<file path="config.mk">
export PLATFORM = sky130hd
export DESIGN_NAME = tv80_reg_banked
export DESIGN_NICKNAME = d
export VERILOG_FILES = /design/src/rtl/tv80_reg_banked.sv
export SDC_FILE = /design/constraint.sdc
export NUM_CORES = 1
export LEC_CHECK = 0
export ABC_AREA = 1
export BUFFER_PORTS_ARGS = -buffer_cell sky130_fd_sc_hd__buf_2
export CAP_MARGIN = 20
export CORE_UTILIZATION = 60
export CTS_BUF_LIST = sky130_fd_sc_hd__clkbuf_2 sky130_fd_sc_hd__clkbuf_4 sky130_fd_sc_hd__clkbuf_8
export DETAILED_ROUTE_END_ITERATION = 16
export GPL_TIMING_DRIVEN = 1
export PLACE_DENSITY = 0.92
export SLEW_MARGIN = 20
export SYNTH_ARGS = -nofsm -noshare
export SYNTH_HDL_FRONTEND = slang
export SYNTH_SLANG_ARGS = --single-unit
</file>
<file path="constraint.sdc">
create_clock -name clk -period 10.3 [get_ports clk]
set_input_delay 2.06 -clock clk [delete_from_list [all_inputs] [get_ports clk]]
set_output_delay 2.06 -clock clk [all_outputs]
set_load 0.02 [all_outputs]
</file>
<file path="src/rtl/tv80_reg_banked.sv">
// tv80_reg_banked: banked H/L register-pair store for the TV80 core.
// EXX and EX DE,HL are done by flipping mapping flops, never by moving data.
// Optional debug port: define TV80_REG_DEBUG_EN to expose the flattened
// physical contents on dbg_regs.
module tv80_reg_banked #(
  parameter int DW     = 8,
  parameter int BANKED = 3,
  parameter int INDEX  = 2,
  parameter int AW     = 3,
  parameter int SWAP_A = 1,
  parameter int SWAP_B = 2
) (
  input  logic          clk,
  input  logic          reset_n,
  input  logic          cen,
  input  logic [AW-1:0] addr_a,
  input  logic [AW-1:0] addr_b,
  input  logic [AW-1:0] addr_c,
  input  logic          weh,
  input  logic          wel,
  input  logic [DW-1:0] dih,
  input  logic [DW-1:0] dil,
  input  logic          exx,
  input  logic          ex_de_hl,
  output logic [DW-1:0] doah,
  output logic [DW-1:0] doal,
  output logic [DW-1:0] dobh,
  output logic [DW-1:0] dobl,
  output logic [DW-1:0] doch,
  output logic [DW-1:0] docl,
  output logic          bank_sel,
  output logic [1:0]    swap_flags
`ifdef TV80_REG_DEBUG_EN
  , output logic [(2*BANKED+INDEX)*2*DW-1:0] dbg_regs
`endif
);

  localparam int NP = 2*BANKED + INDEX;   // physical pairs
  localparam int PW = $clog2(NP + 1);     // physical index width; NP means "no pair"

  logic [NP-1:0][DW-1:0] r_h, r_l;
  logic                  r_bank;
  logic [1:0]            r_swap;

  logic [2:0][AW-1:0]    w_addr;
  logic [2:0][PW-1:0]    w_pa;
  logic [2:0][DW-1:0]    w_rh, w_rl;
  logic                  w_swp;

  // Logical pair -> physical pair; out-of-range addresses map to NP (no pair).
  function automatic logic [PW-1:0] phys_of(input logic [AW-1:0] a,
                                            input logic bsel, input logic swp);
    int l;
    int r;
    l = int'(a);
    if (l < BANKED) begin
      if (swp && l == SWAP_A)      l = SWAP_B;
      else if (swp && l == SWAP_B) l = SWAP_A;
      r = (bsel ? BANKED : 0) + l;
    end else if (l < BANKED + INDEX) begin
      r = BANKED + l;                     // index pairs sit after both banks
    end else begin
      r = NP;
    end
    return PW'(r);
  endfunction

  assign w_swp  = r_swap[r_bank];
  assign w_addr = {addr_c, addr_b, addr_a};

  // Port 0 is both read port A and the write address.
  for (genvar k = 0; k < 3; k++) begin : g_rd
    assign w_pa[k] = phys_of(w_addr[k], r_bank, w_swp);

    // Combinational read mux; unmapped addresses read zero.
    always_comb begin
      w_rh[k] = '0;
      w_rl[k] = '0;
      for (int p = 0; p < NP; p++) begin
        if (w_pa[k] == PW'(p)) begin
          w_rh[k] = r_h[p];
          w_rl[k] = r_l[p];
        end
      end
    end
  end

  assign doah = w_rh[0];
  assign doal = w_rl[0];
  assign dobh = w_rh[1];
  assign dobl = w_rl[1];
  assign doch = w_rh[2];
  assign docl = w_rl[2];
  assign bank_sel   = r_bank;
  assign swap_flags = r_swap;

  // Storage and mapping state; the write uses the pre-update map, so a swap
  // in the same cycle only affects later cycles.
  always_ff @(posedge clk) begin
    if (!reset_n) begin
      r_h    <= '0;
      r_l    <= '0;
      r_bank <= 1'b0;
      r_swap <= 2'b00;
    end else if (cen) begin
      if (exx)      r_bank         <= ~r_bank;
      if (ex_de_hl) r_swap[r_bank] <= ~r_swap[r_bank];
      for (int p = 0; p < NP; p++) begin
        if (w_pa[0] == PW'(p)) begin
          if (weh) r_h[p] <= dih;
          if (wel) r_l[p] <= dil;
        end
      end
    end
  end

`ifdef TV80_REG_DEBUG_EN
  // Unmapped physical view: pair p = {H,L} at [p*2*DW +: 2*DW].
  always_comb begin
    dbg_regs = '0;
    for (int p = 0; p < NP; p++) dbg_regs[p*2*DW +: 2*DW] = {r_h[p], r_l[p]};
  end
`endif

endmodule

</file>
==> run_results.csv <==
group,metric,value,unit
run_status,status,"finished clean",
placed_design,portBuffers,82,
floorplan,fp.dieH,119,um
timing,slew_violations,0,
timing,fin_worst_skew,0.0154,ns
worst_hold_path,whs_path_depth,2,
finish,layout_common_cells,"475 x nand2_1, 225 x nand3_1, 131 x dfxtp_1, 107 x a21oi_1, 90 x nor2_1",
timing,fin_crit_sh,75.3,%
placed_design,place_congestion,0.973,
cts,cts_hold_buffers,0,
setup_path,cp_slowest_cell,"and2_1",
timing,max_slew_margin,24.7,%
finish,fillers,1149,
floorplan,core,13300,um^2
floorplan,initial_core_util,61.6,%
yosys,synth_nets,1406,
timing,final.min_clock_period,7.76,ns
power,power_density,136,nW/um^2
floorplan,die_w,119,um
cts,path_clk_slew,0.07,ns
yosys,synth_warnings,0,
floorplan,rows,42,
timing,setup_tns,0,ns
cts,cts_tree,"built",
finish,syn_to_final_growth,9.86,%
global_route,overflow,0,
finish,drive_gt1_share,11.3,%
finish,final_common_cell,"nand2_1",
floorplan,ioPinCount,83,
cts,cts_sinks,131,
setup_path,start_kind,"input pin",
floorplan,die-area,14100,um^2
cts,clk_path_buf_depth,2,
drt,drt.antenna.violating_nets,0,
setup_path,reg2reg_depth,15,
setup_path,worstPathRequired,8.24,ns
setup_path,critPathMaxStageDelay,0.72,ns
yosys,syn-cell-area,8200,um^2
global_route,antenna_found_initial,0,
global_route,grt_max_degree,70,
finish,fin_util,67.7,%
timing,clock.fmax,129,MHz
drt,wl,28100,um
finish,regArea,2620,um^2
cts,cts_setup_buffers,0,
worst_hold_path,hp-class,"flip-flop to flip-flop",
power,clkPwrFrac,35.3,%
global_route,grt_pass1_vias,8864,
yosys,synthCells,1359,
cts,cts_resized,0,
placed_design,hpwl,18900,um
power,switchingPower,421,uW
drt,wl_per_cell,17.7,um
drt,drt-initial-drc-count,1884,
setup_path,worstPathArrival,5.70,ns
drt,viasPerCell,6.30,
timing,setup_viol,0,
timing,grt_setup_unrepaired,"no",
finish,multiInputGateArea,5020,um^2
global_route,grt_pass1_wl,45100,um
global_route,grt.total_usage,40.1,%
finish,nets,1446,
timing,hold_viol,0,
setup_path,cp-end-kind,"output port",
cts,worstSkewPairLatency,0.48,ns
yosys,synth_cell_types,28,
yosys,postSynthAreaPerCell,6.03,um^2
drt,dr.pass1.iters,7,
setup_path,cp_cell_sequence,"buf_2, inv_1, ha_1, nand3_1, a21boi_0, ha_1, fa_1, inv_1, nand3_1, nand3_2, nor2_2, and2_1, buf_4, nand2_1, nand4_1, buf_2",
drt,via_count,10000,
power,internal-power,808,uW
setup_path,critical_path_class,"input pin to output port",
cts,cts-root-buf,"clkbuf_8",
power,ir_worst_vdd,0.0943,mV
finish,diodes,0,
power,p_comb_share,21.7,%
cts,cts_buffers,17,
run,drv_cap,0,
power,swShare,34.2,%
yosys,ys_seq_area_share,32.0,%
power,seqPwrFrac,43.1,%
yosys,synth-seq-cells,131,
timing,worst_pin_slew,1.13,ns
power,leakage,3.74,nW
cts,htree_levels,4,
setup_path,path_max_fanout,19,
drt,drc_errors,0,
[power groups by stage]
| stage | registers (mW) | logic, mW | clock network [mW] |
|---|---|---|---|
| 5_1_grt | 0.531 | 0.282 | 0.449 |
| 6_report | 0.529 | 0.266 | 0.433 |
| 3_5_place_dp | 0.540 | 0.253 | 0 |
| 4_1_cts | 0.529 | 0.254 | 0.427 |
| 3_3_place_gp | 0.540 | 0.249 | 0 |
| 2_1_floorplan | 0.538 | 0.167 | 0 |
[synthesized netlist by cell type, drive strengths merged]
library cell / n / area share [%]
nor2: 99 / 4.9
ha: 12 / 1.8
buf: 36 / 2.2
nor3: 2 / 0.12
clkbuf: 39 / 1.8
dfxtp: 131 / 32
a21oi: 110 / 6.9
fa: 3 / 0.73
nand3: 229 / 14
nand3b: 1 / 0.092
inv: 62 / 2.8
a21boi: 3 / 0.27
nand2: 476 / 22
o21ai: 106 / 6.5
and2: 5 / 0.38
nand4: 42 / 3.2
xor2: 1 / 0.11
clkinv: 2 / 0.092
[registers in the layout, indices dropped and copies added (netlist names)]
register,flops
swap_flags,2
r_h,64
bank_sel,1
r_l,64
[worst max-delay path, delay by kind of cell]
kind | cells | cell delay, ns
and+or+nand+nor | 7 | 1.88
adders and majority gates | 3 | 0.88
AOI/OAI and AO/OA | 1 | 0.10
buffers and inverters | 5 | 0.76
[through the flow]
stage	setup slack [ns]	total power [mW]	instance area (um^2)	cells	hold slack [ns]
finish	2.54	1.23	9000	1588	0.490
CTS	2.63	1.21	9000	1588	0.491
floorplan	3.91	0.705	8200	1359	0.457
global placement	2.74	0.788	8610	1555	0.471
detailed placement	2.63	0.793	8610	1556	0.481
global route	2.38	1.26	9000	1588	0.516
[cell type report]
type | count | area share (%)
clock buffers | 24 | 3.46
clock inverters | 8 | 0.848
inverters | 64 | 2.67
multi-input cells | 1089 | 55.7
flip-flops and latches | 131 | 29.1
well taps | 176 | 2.45
repair buffers | 96 | 5.73
[kinds of logic (layout without fill, tap and decap cells)]
| family | Yosys count | in the layout | synth area share [%] |
|---|---|---|---|
| DFF | 131 | 131 | 32.0 |
| adders and majority gates | 15 | 15 | 2.56 |
| buffers and inverters | 139 | 192 | 6.95 |
| xor gates and xnor gates | 1 | 1 | 0.107 |
| and+or+nand+nor | 854 | 854 | 44.7 |
| AOI/OAI and AO/OA | 219 | 219 | 13.6 |
[layer usage]
metal / part of all wire (%) / wire length, um / up-vias / track usage, %
met1: 37 / 10500 / 4381 / 53.6
met2: 42 / 11800 / 887 / 58.1
met5: 0 / 0 / - / 0
met3: 17 / 4690 / 144 / 13.8
met4: 3.8 / 1060 / 0 / 18.1
li1: - / - / 4591 / -
[final timing paths]
path,endpoint,startpoint,slack (ns)
setup reg to reg,r_l[51]$_SDFFE_PN0P_,bank_sel$_SDFFE_PN0P_,5.62
hold / removal,swap_flags[1]$_SDFFE_PN0P_,swap_flags[1]$_SDFFE_PN0P_,0.49
setup / recovery,doal[0],addr_a[0],2.54
hold reg to reg,swap_flags[1]$_SDFFE_PN0P_,swap_flags[1]$_SDFFE_PN0P_,0.49
Note: power is estimated with default switching activity, not from simulation.
